$ cat src/rtl/cnn_pkg.sv
// Shared definitions for the CNN input path: writer FSM states and the
// default widths/depths common to the sub input FIFO and its fill engine.
package cnn_pkg;

  localparam int DATA_WIDTH      = 32;
  localparam int INPUT_COL_WIDTH = 6;
  localparam int INPUT_ROW_WIDTH = 6;
  localparam int FIFO_DEPTH      = 32;

  typedef enum logic [1:0] {
    IDLE  = 2'd0,
    ISSUE = 2'd1,
    DRAIN = 2'd2,
    DONE  = 2'd3
  } writer_state_t;

endpackage

$ cat src/rtl/tile_addr_gen.sv
// Walks a row_length x num_rows tile one word per accepted request, producing
// the current read address and a flag marking the final word of the tile.
module tile_addr_gen #(
  parameter int INPUT_COL_WIDTH = 6,
  parameter int INPUT_ROW_WIDTH = 6,
  parameter int ADDR_WIDTH      = 16
) (
  input  logic                       i_clock,
  input  logic                       i_reset,
  input  logic                       i_load,
  input  logic                       i_advance,
  input  logic [ADDR_WIDTH-1:0]      i_base_addr,
  input  logic [INPUT_COL_WIDTH-1:0] i_row_length,
  input  logic [INPUT_ROW_WIDTH-1:0] i_num_rows,
  input  logic [ADDR_WIDTH-1:0]      i_row_stride,
  output logic [ADDR_WIDTH-1:0]      o_addr,
  output logic                       o_last_word
);

  logic [INPUT_COL_WIDTH-1:0] col_q, col_d;
  logic [INPUT_ROW_WIDTH-1:0] row_q, row_d;
  logic [ADDR_WIDTH-1:0]      row_base_q, row_base_d;
  logic [INPUT_COL_WIDTH-1:0] row_len_q, row_len_d;
  logic [INPUT_ROW_WIDTH-1:0] num_rows_q, num_rows_d;
  logic [ADDR_WIDTH-1:0]      stride_q, stride_d;
  logic                       row_end;

  assign row_end     = (col_q == row_len_q - INPUT_COL_WIDTH'(1));
  assign o_last_word = row_end && (row_q == num_rows_q - INPUT_ROW_WIDTH'(1));
  assign o_addr      = row_base_q + ADDR_WIDTH'(col_q);

  always_comb begin
    col_d      = col_q;
    row_d      = row_q;
    row_base_d = row_base_q;
    row_len_d  = row_len_q;
    num_rows_d = num_rows_q;
    stride_d   = stride_q;
    if (i_load) begin
      col_d      = '0;
      row_d      = '0;
      row_base_d = i_base_addr;
      row_len_d  = i_row_length;
      num_rows_d = i_num_rows;
      stride_d   = i_row_stride;
    end else if (i_advance) begin
      if (row_end) begin
        col_d      = '0;
        row_d      = row_q + INPUT_ROW_WIDTH'(1);
        row_base_d = row_base_q + stride_q;
      end else begin
        col_d = col_q + INPUT_COL_WIDTH'(1);
      end
    end
  end

  always_ff @(posedge i_clock) begin
    if (!i_reset) begin
      col_q      <= '0;
      row_q      <= '0;
      row_base_q <= '0;
    end else begin
      col_q      <= col_d;
      row_q      <= row_d;
      row_base_q <= row_base_d;
    end
  end

  // Tile geometry is only consulted after a load, so it carries no reset.
  always_ff @(posedge i_clock) begin
    row_len_q  <= row_len_d;
    num_rows_q <= num_rows_d;
    stride_q   <= stride_d;
  end

endmodule

$ cat src/rtl/sub_input_fifo_writer.sv
// Fill engine for one sub input FIFO: fetches a tile from the feature buffer and
// writes each returned word into the FIFO, throttled by FIFO occupancy credit.
module sub_input_fifo_writer #(
  parameter int DATA_WIDTH      = cnn_pkg::DATA_WIDTH,
  parameter int INPUT_COL_WIDTH = cnn_pkg::INPUT_COL_WIDTH,
  parameter int INPUT_ROW_WIDTH = cnn_pkg::INPUT_ROW_WIDTH,
  parameter int ADDR_WIDTH      = 16,
  parameter int FIFO_DEPTH      = cnn_pkg::FIFO_DEPTH,
  parameter int MAX_OUTSTANDING = 4,
  parameter int POINTER_WIDTH   = $clog2(FIFO_DEPTH)
) (
  input  logic                       i_clock,
  input  logic                       i_reset,
  input  logic                       i_start,
  input  logic [ADDR_WIDTH-1:0]      i_base_addr,
  input  logic [INPUT_COL_WIDTH-1:0] i_row_length,
  input  logic [INPUT_ROW_WIDTH-1:0] i_num_rows,
  input  logic [ADDR_WIDTH-1:0]      i_row_stride,
  output logic                       o_mem_req,
  output logic [ADDR_WIDTH-1:0]      o_mem_addr,
  input  logic                       i_mem_ready,
  input  logic                       i_mem_rvalid,
  input  logic [DATA_WIDTH-1:0]      i_mem_rdata,
  input  logic [POINTER_WIDTH:0]     i_fifo_element_count,
  output logic                       o_wenable,
  output logic [DATA_WIDTH-1:0]      o_wdata,
  output logic                       o_busy,
  output logic                       o_done
);
  import cnn_pkg::*;

  localparam int IFW = $clog2(MAX_OUTSTANDING + 1);
  localparam int CSW = POINTER_WIDTH + 2;

  writer_state_t         state_q, state_d;
  logic [IFW-1:0]        in_flight_q, in_flight_d;
  logic                  wen_q, wen_d;
  logic [DATA_WIDTH-1:0] wdata_q, wdata_d;

  logic           load, accept, rsp, last_word, credit_ok, slot_ok;
  logic [CSW-1:0] credit_sum;

  assign load = (state_q == IDLE) && i_start;

  tile_addr_gen #(
    .INPUT_COL_WIDTH (INPUT_COL_WIDTH),
    .INPUT_ROW_WIDTH (INPUT_ROW_WIDTH),
    .ADDR_WIDTH      (ADDR_WIDTH)
  ) u_addr_gen (
    .i_clock      (i_clock),
    .i_reset      (i_reset),
    .i_load       (load),
    .i_advance    (accept),
    .i_base_addr  (i_base_addr),
    .i_row_length (i_row_length),
    .i_num_rows   (i_num_rows),
    .i_row_stride (i_row_stride),
    .o_addr       (o_mem_addr),
    .o_last_word  (last_word)
  );

  // Words already in the FIFO, on their way back, or being written this cycle
  // all consume FIFO space; a new read is allowed only if one slot remains.
  assign credit_sum = CSW'(i_fifo_element_count) + CSW'(in_flight_q) + CSW'(wen_q);
  assign credit_ok  = credit_sum < CSW'(FIFO_DEPTH);
  assign slot_ok    = in_flight_q < IFW'(MAX_OUTSTANDING);

  assign o_mem_req = (state_q == ISSUE) && credit_ok && slot_ok;
  assign accept    = o_mem_req && i_mem_ready;
  assign rsp       = i_mem_rvalid && (in_flight_q != '0);

  always_comb begin
    in_flight_d = in_flight_q;
    case ({accept, rsp})
      2'b10:   in_flight_d = in_flight_q + IFW'(1);
      2'b01:   in_flight_d = in_flight_q - IFW'(1);
      default: in_flight_d = in_flight_q;
    endcase
    wen_d   = rsp;
    wdata_d = rsp ? i_mem_rdata : wdata_q;
  end

  always_comb begin
    state_d = state_q;
    case (state_q)
      IDLE: begin
        if (i_start) begin
          if ((i_row_length == '0) || (i_num_rows == '0)) state_d = DONE;
          else                                           state_d = ISSUE;
        end
      end
      ISSUE: if (accept && last_word) state_d = DRAIN;
      // Leave once nothing is outstanding and no write is queued for next
      // cycle, so o_done lands one cycle after the final write.
      DRAIN: if ((in_flight_q == '0) && !wen_d) state_d = DONE;
      DONE:  state_d = IDLE;
      default: state_d = IDLE;
    endcase
  end

  always_ff @(posedge i_clock) begin
    if (!i_reset) begin
      state_q     <= IDLE;
      in_flight_q <= '0;
      wen_q       <= 1'b0;
      wdata_q     <= '0;
    end else begin
      state_q     <= state_d;
      in_flight_q <= in_flight_d;
      wen_q       <= wen_d;
      wdata_q     <= wdata_d;
    end
  end

  assign o_wenable = wen_q;
  assign o_wdata   = wdata_q;
  assign o_busy    = (state_q != IDLE);
  assign o_done    = (state_q == DONE);

endmodule

$ cat config.mk
export PLATFORM = sky130hd
export DESIGN_NAME = sub_input_fifo_writer
export DESIGN_NICKNAME = d
export VERILOG_FILES = /design/src/rtl/cnn_pkg.sv /design/src/rtl/tile_addr_gen.sv /design/src/rtl/sub_input_fifo_writer.sv
export SDC_FILE = /design/constraint.sdc
export NUM_CORES = 1
export LEC_CHECK = 0
export CAP_MARGIN = 10
export CELL_PAD_IN_SITES_DETAIL_PLACEMENT = 1
export CELL_PAD_IN_SITES_GLOBAL_PLACEMENT = 2
export CORE_MARGIN = 5
export CORE_UTILIZATION = 29
export DETAILED_ROUTE_END_ITERATION = 10
export MAX_ROUTING_LAYER = met4
export PLACE_DENSITY_LB_ADDON = 0.3
export SYNTH_ARGS = -nofsm -noshare
export SYNTH_HDL_FRONTEND = slang
export SYNTH_SLANG_ARGS = --single-unit
$ cat constraint.sdc
create_clock -name i_clock -period 3 [get_ports i_clock]
set_input_delay 0.3 -clock i_clock [delete_from_list [all_inputs] [get_ports i_clock]]
set_output_delay 0.3 -clock i_clock [all_outputs]
set_load 0.01 [all_outputs]
==> impl_metrics.tcl <==
set metrics [dict create \
    status "finished, final reports clean" \
    syn_inst 594 \
    wirelength_um 17000 \
    max_slew_margin_pct 42.4 \
    grt_first_pass_wirelength_um 26900 \
    antennaDiodeCount 0 \
    finClkSkew_ps 8.00 \
    syn_to_final_growth_pct 41.1 \
    wl_per_cell_um 17.3 \
    drcViolationCount 0 \
    use_met3_pct 5.65 \
    ios 139 \
    clock_sinks 94 \
    nNetsFinal 873 \
    seq_area_mm2 0.00216 \
    critPathKind "reg -> out" \
    grt_pass1_vias 5410 \
    grt_max_degree 34 \
    period_needed_ps 2880 \
    synth_flop_cell "dfxtp_1" \
    grt_overflow 0 \
    critical_path.startpoint_type "register" \
    clockBufferDepth 2 \
    cts_tree "built" \
    use_met2_pct 27.8 \
    multi_input_area_mm2 0.00295 \
    std_cell_rows 49 \
    top_usage_layer "met2" \
    die_h_um 144 \
    crit_required_ps 2700 \
    slowest_stage "dfxtp_1" \
    end_kind "primary output" \
    cp_slowest_stage_delay_ps 320 \
    fp.dieW_um 144 \
    n_fill_cell 2065 \
    slew_viol_final 0 \
    cts_made_buffers 9 \
    initial_core_util_pct 29.2 \
    seq_area_frac_synth_pct 41.4 \
    stdcell_count 983 \
    clock-root-buffer "clkbuf_16" \
    regToRegSetupSlack_ps 340 \
    clk_latency_ps 350 \
    layout-drive-gt1-share_pct 9.55 \
    port_buffers 138 \
    cap_violations 0 \
    design.core.area_mm2 0.0178 \
    peakVddDrop_mv 0.277 \
    path_cells "buf_4, ha_1, a21o_1, a21oi_2, o21ai_2, a211oi_2, buf_4, buf_4, nor4b_4, xor2_1, clkdlybuf4s15_1" \
    post_drt_via_cell_ratio 5.10 \
    async_flop_share_pct 0 \
    gp_congestion 0.830 \
    path_max_fanout 5 \
    fin_setup_tns_ps 0 \
    hp-start "o_wdata[13]" \
    worst_pin_slew_ps 860 \
    use_met1_pct 19.9 \
    grt.total_usage_pct 16.9 \
    setup_viol 0 \
    min_path_cells 2 \
    ys.warnings.count 0 \
    dp.cells 965 \
    min_period_over_period_pct 95.9 \
    r2r-start "u_addr_gen.row_base_q[6]" \
    dieArea_mm2 0.0208 \
    r2r_end "u_addr_gen.row_base_q[15]" \
    hold_class "reg -> reg" \
    synth_fp_nets 718 \
    min_to "o_wdata[13]" \
    synth-edff-count 28 \
    max_freq_mhz 348 \
    place_area_mm2 0.00700 \
    vias 5014 \
    stdcell_area_mm2 0.00736 \
    path_clk_slew_ps 70 \
    ys_seq_elements 94 \
    synth_area_mm2 0.00522 \
    drtIter0Drc 151 \
    final_util_pct 41.3 \
    cpMostUsedCell "buf_4" \
    synth_area_per_cell_um2 8.78 \
    cts-htree-levels 3 \
    cellPowerDensity_mw_per_mm2 660 \
    antenna_found_initial 0 \
    dr.pass1.iters 4 \
    cp_data_arrival_time_ps 2580 \
    dp_hpwl_um 13300 \
    hold_viol_final 0 \
    p_leak_uw 0.00283 \
    synth.distinct_cells 61 \
    ff2ff_path_depth 7 \
    antenna_left 0 \
]
==> kinds of logic (layout without fill, tap and decap cells) <==
family	count (synthesis)	count (layout)	share of synthesized area [%]
AO/OA/AOI/OAI	171	171	20.1
XOR/XNOR	32	32	5.37
adder cells (fa/ha/maj)	37	37	9.31
buffers and inverters	47	207	3.53
flip-flops	94	94	41.4
multiplexers	4	4	0.792
AND/OR/NAND/NOR	209	209	19.4
==> layout by cell type (no fill, tap or decap), drive strengths merged, types with 10 or more instances in the layout <==
cell and n:
inv 30, a21oi 73, o21ai 35, edfxtp 28, clkbuf 13, clkdlybuf4s50 128, a21o 11, buf 29
ha 34, or3 10, a31oi 13, nor2 20, xor2 18, dfxtp 66, nand2 105, xnor2 14
nand3 17
==> stage by stage <==
step	setup WS (ps)	hold slack (ps)	power, µW
finish	123	456	4860
global route	-51.3	476	5210
CTS	-88.4	461	4930
detailed placement	-61.7	450	3750
global placement	23.0	442	3670
floorplan	385	399	2910
==> registers in the layout, summed over array words and instances, names as in the netlist <==
| register | flops |
|---|---|
| o_wdata | 32 |
| u_addr_gen.row_base_q | 16 |
| u_addr_gen.stride_q | 16 |
| u_addr_gen.col_q | 6 |
| u_addr_gen.num_rows_q | 6 |
| u_addr_gen.row_len_q | 6 |
| u_addr_gen.row_q | 6 |
| in_flight_q | 3 |
| state_q | 2 |
| o_wenable | 1 |
==> power by group <==
group	internal (µW)	switching (µW)	leakage [µW]
clock	591	566	0.000147
sequential	1560	188	0.000804
combinational	876	1070	0.00188
total	3030	1830	0.00283
==> area by class of cell <==
type | count | area share (%)
multi-input cells | 453 | 40.1
inverters | 25 | 1.27
repair buffers | 166 | 21.4
well taps | 229 | 3.89
clock buffers | 9 | 3.06
clock inverters | 7 | 0.935
flip-flops and latches | 94 | 29.4
==> worst max path at each step <==
stage                             startpoint        endpoint  slack [ps]  cells after the start
floorplan                     in_flight_q[0]  in_flight_q[2]         380                     11
global placement    u_addr_gen.row_base_q[0]  o_mem_addr[12]          20                     11
detailed placement  u_addr_gen.row_base_q[0]  o_mem_addr[14]         -60                     11
CTS                 u_addr_gen.row_base_q[0]  o_mem_addr[14]         -90                     11
global route             u_addr_gen.col_q[1]  o_mem_addr[11]         -50                     11
finish                   u_addr_gen.col_q[1]  o_mem_addr[11]         120                     11
==> timing repair <==
action,CTS,global route
hold buffers,0,0
pin swaps,0,3
buffers inserted,1,1
cloned,0,0
endpoints found under the setup margin,10,7
gates resized for setup,19,23
==> metal layers <==
layer  up-vias  wire length, µm
li1       2454                -
met2       127             8150
met4         0              282
met5         -                0
met3        22             1230
met1      2411             7300
==> synth_stat cells (3+ instances only) <==
cell,number,share of area [%]
a211oi_1,4,0.58
a21boi_0,3,0.43
a21o_1,11,1.6
a21oi_1,73,7.0
a31oi_1,13,1.6
and3_1,3,0.36
buf_1,3,0.22
clkbuf_1,18,1.3
dfxtp_1,66,25
edfxtp_1,28,16
fa_1,3,1.2
ha_1,34,8.2
inv_1,24,1.7
mux2i_1,3,0.58
nand2_1,105,7.6
nand2b_1,9,1.1
nand3_1,17,1.6
nand3b_1,3,0.43
nand4_1,8,0.96
nor2_1,20,1.4
nor2b_1,3,0.36
nor3_1,7,0.67
nor4_1,4,0.48
nor4b_1,4,0.67
o211ai_1,4,0.58
o21a_1,4,0.58
o21ai_0,35,3.4
o311ai_0,3,0.50
o31ai_1,3,0.43
or3_1,10,1.2
or4_1,4,0.58
xnor2_1,14,2.4
xor2_1,18,3.0
==> worst max-delay path: cells and delay by family (launching register included) <==
family	cells	cell delay [ps]
compound gates	4	450
fa+ha+maj	1	260
simple gates	1	290
xor+xnor	1	180
buf+inv	4	710
flops	1	320
No activity file was read; power rests on OpenSTA's default activity.
